==> config.mk <==
export PLATFORM = sky130hd
export DESIGN_NAME = ff_bank_cfg
export DESIGN_NICKNAME = d
export VERILOG_FILES = /design/src/rtl/ff_bank_cfg.sv
export SDC_FILE = /design/constraint.sdc
export NUM_CORES = 1
export LEC_CHECK = 0
export ABC_AREA = 1
export CAP_MARGIN = 20
export CORE_ASPECT_RATIO = 1.5
export CORE_MARGIN = 2
export CORE_UTILIZATION = 38
export CTS_BUF_LIST = sky130_fd_sc_hd__clkbuf_8
export DETAILED_ROUTE_END_ITERATION = 10
export PLACE_DENSITY_LB_ADDON = 0.05
export SETUP_SLACK_MARGIN = 0.3
export SLEW_MARGIN = 30
export SYNTH_ARGS = -nofsm -noshare
export SYNTH_HDL_FRONTEND = slang
export SYNTH_SLANG_ARGS = --single-unit
==> constraint.sdc <==
create_clock -name clk -period 1.6 [get_ports clk]
set_input_delay 0.32 -clock clk [delete_from_list [all_inputs] [get_ports clk]]
set_output_delay 0.32 -clock clk [all_outputs]
set_load 0.01 [all_outputs]
==> src/rtl/ff_bank_cfg.sv <==
// rtl/ff_bank_cfg.sv - configurable D/T/JK/SR storage-cell bank with change detection and counters
module ff_bank_cfg #(
    parameter int               WIDTH   = 4,
    parameter int               CNT_W   = 4,
    parameter logic [WIDTH-1:0] RST_VAL = '0
) (
    input  logic                     clk,
    input  logic                     rst_n,
    input  logic                     en,
    input  logic                     clr,
    input  logic [1:0]               mode,
    input  logic [WIDTH-1:0]         data_in,
    input  logic [WIDTH-1:0]         aux_in,
    output logic [WIDTH-1:0]         data_out,
    output logic [WIDTH-1:0]         chg_pulse,
    output logic [WIDTH*CNT_W-1:0]   chg_cnt,
    output logic                     sr_err,
    output logic                     sat_flag
);

    localparam logic [1:0]       MODE_D  = 2'b00;
    localparam logic [1:0]       MODE_T  = 2'b01;
    localparam logic [1:0]       MODE_JK = 2'b10;
    localparam logic [1:0]       MODE_SR = 2'b11;
    localparam logic [CNT_W-1:0] CNT_MAX = '1;
    localparam logic [CNT_W-1:0] CNT_ONE = {{(CNT_W-1){1'b0}}, 1'b1};

    logic [WIDTH-1:0]       r_q;
    logic [WIDTH-1:0]       r_chg;
    logic [WIDTH*CNT_W-1:0] r_cnt;
    logic                   r_sr_err;
    logic                   r_sat;

    logic [WIDTH-1:0]       w_next;
    logic [WIDTH-1:0]       w_chg;
    logic [WIDTH*CNT_W-1:0] w_cnt_next;
    logic [CNT_W-1:0]       w_cell_cnt;
    logic                   w_reach;
    logic                   w_sr_err;

    always_comb begin
        w_next = r_q;
        for (int i = 0; i < WIDTH; i++) begin
            case (mode)
                MODE_D:  w_next[i] = data_in[i];
                MODE_T:  w_next[i] = r_q[i] ^ data_in[i];
                MODE_JK: begin
                    case ({data_in[i], aux_in[i]})
                        2'b01:   w_next[i] = 1'b0;
                        2'b10:   w_next[i] = 1'b1;
                        2'b11:   w_next[i] = ~r_q[i];
                        default: w_next[i] = r_q[i];
                    endcase
                end
                default: begin
                    // S=R=1 is illegal and holds; it is flagged via sr_err instead
                    case ({data_in[i], aux_in[i]})
                        2'b10:   w_next[i] = 1'b1;
                        2'b01:   w_next[i] = 1'b0;
                        default: w_next[i] = r_q[i];
                    endcase
                end
            endcase
        end
        if (!en) begin
            w_next = r_q;
        end
    end

    assign w_chg    = w_next ^ r_q;
    assign w_sr_err = en && (mode == MODE_SR) && (|(data_in & aux_in));

    always_comb begin
        w_cnt_next = r_cnt;
        w_cell_cnt = '0;
        w_reach    = 1'b0;
        for (int i = 0; i < WIDTH; i++) begin
            w_cell_cnt = r_cnt[i*CNT_W +: CNT_W];
            if (clr) begin
                w_cnt_next[i*CNT_W +: CNT_W] = '0;
            end else if (w_chg[i] && (w_cell_cnt != CNT_MAX)) begin
                w_cnt_next[i*CNT_W +: CNT_W] = w_cell_cnt + CNT_ONE;
                if ((w_cell_cnt + CNT_ONE) == CNT_MAX) begin
                    w_reach = 1'b1;
                end
            end
        end
    end

    always_ff @(posedge clk or negedge rst_n) begin
        if (!rst_n) begin
            r_q      <= RST_VAL;
            r_chg    <= '0;
            r_cnt    <= '0;
            r_sr_err <= 1'b0;
            r_sat    <= 1'b0;
        end else begin
            r_q      <= w_next;
            r_chg    <= w_chg;
            r_cnt    <= w_cnt_next;
            r_sr_err <= w_sr_err;
            r_sat    <= clr ? 1'b0 : (r_sat | w_reach);
        end
    end

    assign data_out  = r_q;
    assign chg_pulse = r_chg;
    assign chg_cnt   = r_cnt;
    assign sr_err    = r_sr_err;
    assign sat_flag  = r_sat;

endmodule

==> impl_metrics.tcl <==
set metrics [dict create \
    fp.dieH_um 89.5 \
    clock_skew_ns 0.00391 \
    drtAntennaViolNets 0 \
    area_growth_pct 56.5 \
    drtIter0Drc 47 \
    dieWidth_um 61.0 \
    syn_area_sq_um 1850 \
    clkLatencyLatePin_ns 0.26 \
    clock-sinks 26 \
    cts.reportedPaths.clkPinSlew_ns 0.09 \
    synth_top_family_by_area "simple AND/OR/NAND/NOR gates" \
    pwr-share-seq 0.368 \
    place_area_sq_um 2480 \
    drcViolationCount 0 \
    synth_area_per_cell_sq_um 8.74 \
    swShare 0.339 \
    finalSetupTns_ns 0 \
    ios 40 \
    dp.cells 324 \
    critical_path_required_ns 1.76 \
    drive_gt1_frac 0.456 \
    wirelength_mm 4.36 \
    grt_pass1_wl_mm 7.33 \
    synth-seq-cells 26 \
    syn_inst 212 \
    power_leakage_nw 1.44 \
    pwr-share-clk 0.200 \
    io_buffers 39 \
    synth_xor_area_frac 0.0378 \
    path_class "flop to flop" \
    antenna_cells 0 \
    min_path_type "input pin to asynchronous set/reset pin" \
    cpPeakStageDelay_ns 0.39 \
    comb_power_share 0.432 \
    post-dp-hpwl_mm 3.18 \
    final_cells 362 \
    dieArea_sq_um 5460 \
    post-route-util 0.608 \
    cts-root-buf "clkbuf_8" \
    timing.final.crit_share 0.924 \
    place_congestion 0.758 \
    layout_commonest_cell "buf_4" \
    power_density_nw_per_um2 725 \
    row_count 31 \
    ys_seq_area_frac 0.351 \
    worstPathMaxFanout 3 \
    arrival_ns 1.64 \
    cp-end-kind "flop" \
    grt_max_degree 27 \
    cts_made_buffers 3 \
    maxSlewViolCount 0 \
    critPathBufInv 1 \
    core_area_sq_um 4770 \
    synth_compound_area_frac 0.119 \
    synthMuxAreaShare 0 \
    vias 1734 \
    internal-power_mw 1.39 \
    p_sw_uw 713 \
    ys_types 28 \
    finalInstanceArea_sq_um 2900 \
    synthSimpleGateAreaFrac 0.302 \
    antenna_found_initial 0 \
    track_usage 0.179 \
    rsz0062_at_grt "yes" \
    wire_per_inst_um 12.0 \
    final_cell_mix "buf_4 (34), nand2_1 (29), dfrtp_1 (24)" \
    dp_slack_ns -0.477 \
    setup_viol 0 \
    first_pass_iters 4 \
    setup_ws_ns 0.121 \
    outcome "complete, no violations" \
    grt-ovfl-total 0 \
    critPathTopFamily "simple AND/OR/NAND/NOR gates" \
    start_util 0.388 \
    tritoncts "yes" \
    finalHoldViolCount 0 \
    relSlewSlack 0.783 \
    max_slew.worst_pin.slew_ns 0.326 \
    syn_nets 242 \
    fmax_mhz 676 \
    drv_cap 0 \
    routed_via_density 4.79 \
    cts_hold_buf 0 \
    synthAdderAreaFrac 0.108 \
    grt_pass1_vias 1694 \
    startpoint_type "flop" \
    ys_warn_count 0 \
    worst_hold_slack_ns 0.415 \
    ir_drop_mv 0.293 \
    cts.path.max_buffers 2 \
    critPathSlowestCell "dfrtp_1" \
    period_needed_ns 1.48 \
    worstPathCellList "buf_4, ha_2, xor2_1, and3_1, nand3_2, nand3_2, nor2_2, nor2_2" \
    cts_max_level 1 \
    p_total_mw 2.10 \
    nNetsFinal 327 \
]
power by group through the flow:
stage	clock (mW)	combinational, mW	sequential (mW)
after floorplan	0	0.362	0.843
after global placement	0	0.696	0.822
after detailed placement	0	0.704	0.821
after CTS	0.437	0.843	0.774
after global routing	0.461	0.999	0.785
final	0.420	0.910	0.774
per-layer routing:
layer  part of all wire  global-route usage  wire length (um)  up-vias
met5                  0                   0                 0        -
met2               0.59               0.361              2580       31
met3              0.020             0.00868                87        4
li1                   -                   -                 -      873
met1               0.37               0.186              1620      826
met4              0.015              0.0652                67        0
final timing paths:
check	slack, ns	cells past startpoint	to	from
setup / recovery	0.12	8	sat_flag$_DFF_PN0_	chg_cnt[8]$_DFFE_PN0P_
hold / removal	0.41	2	chg_cnt[13]$_DFFE_PN0P_	rst_n
setup reg to reg	0.12	8	sat_flag$_DFF_PN0_	chg_cnt[8]$_DFFE_PN0P_
hold reg to reg	0.60	2	chg_cnt[11]$_DFFE_PN0P_	chg_cnt[11]$_DFFE_PN0P_
max in group asynchronous	0.92	2	data_out[3]$_DFF_PN0_	rst_n
min in group clk	0.50	5	data_out[2]$_DFF_PN0_	data_in[2]
timing repair:
action	in CTS	in global routing
buffers inserted	28	5
endpoints found under the hold margin	0	0
pin swaps	34	28
setup endpoints to repair	50	33
gates cloned	1	0
gates resized for setup	80	32
Yosys cell counts:
cell | number | share of area
nor2_2 | 2 | 0.0068
nand4_1 | 4 | 0.014
nand2_2 | 4 | 0.014
nor3_1 | 1 | 0.0027
inv_2 | 2 | 0.0041
buf_6 | 2 | 0.012
inv_4 | 1 | 0.0034
nor2_1 | 3 | 0.0061
nor2_8 | 1 | 0.011
o21ai_1 | 6 | 0.016
nor4_1 | 1 | 0.0034
buf_2 | 2 | 0.0054
nand2_1 | 36 | 0.073
o21ai_2 | 4 | 0.019
and3_1 | 1 | 0.0034
o211ai_1 | 4 | 0.016
inv_1 | 27 | 0.055
nand3_2 | 8 | 0.043
nand3b_1 | 4 | 0.016
nand2_4 | 7 | 0.043
o31ai_2 | 6 | 0.041
a21oi_1 | 6 | 0.016
o21ai_0 | 4 | 0.011
clkbuf_1 | 1 | 0.0020
ha_1 | 16 | 0.11
dfrtp_1 | 26 | 0.35
nand3_1 | 25 | 0.068
xor2_1 | 8 | 0.038
cell type report:
type                            instances  area (sq um)
Tap cell                               66          82.6
Fill cell                             461          1870
Clock buffer                            4          55.1
Multi-Input combinational cell        151          1220
Inverter                               30           120
Sequential cell                        26           653
Timing Repair Buffer                   85           766
kinds of logic (layout without fill, tap and decap cells):
logic type	after synthesis	after routing
compound gates	30	30
flops	26	26
simple gates	97	97
buf+inv	35	119
fa+ha+maj	16	16
xor+xnor	8	8
registers in the layout, indices dropped and copies added, names as in the netlist:
signal and flops:
chg_cnt 16, data_out 4, chg_pulse 4, sr_err 1
sat_flag 1
No activity file was read; power rests on OpenSTA's default activity.
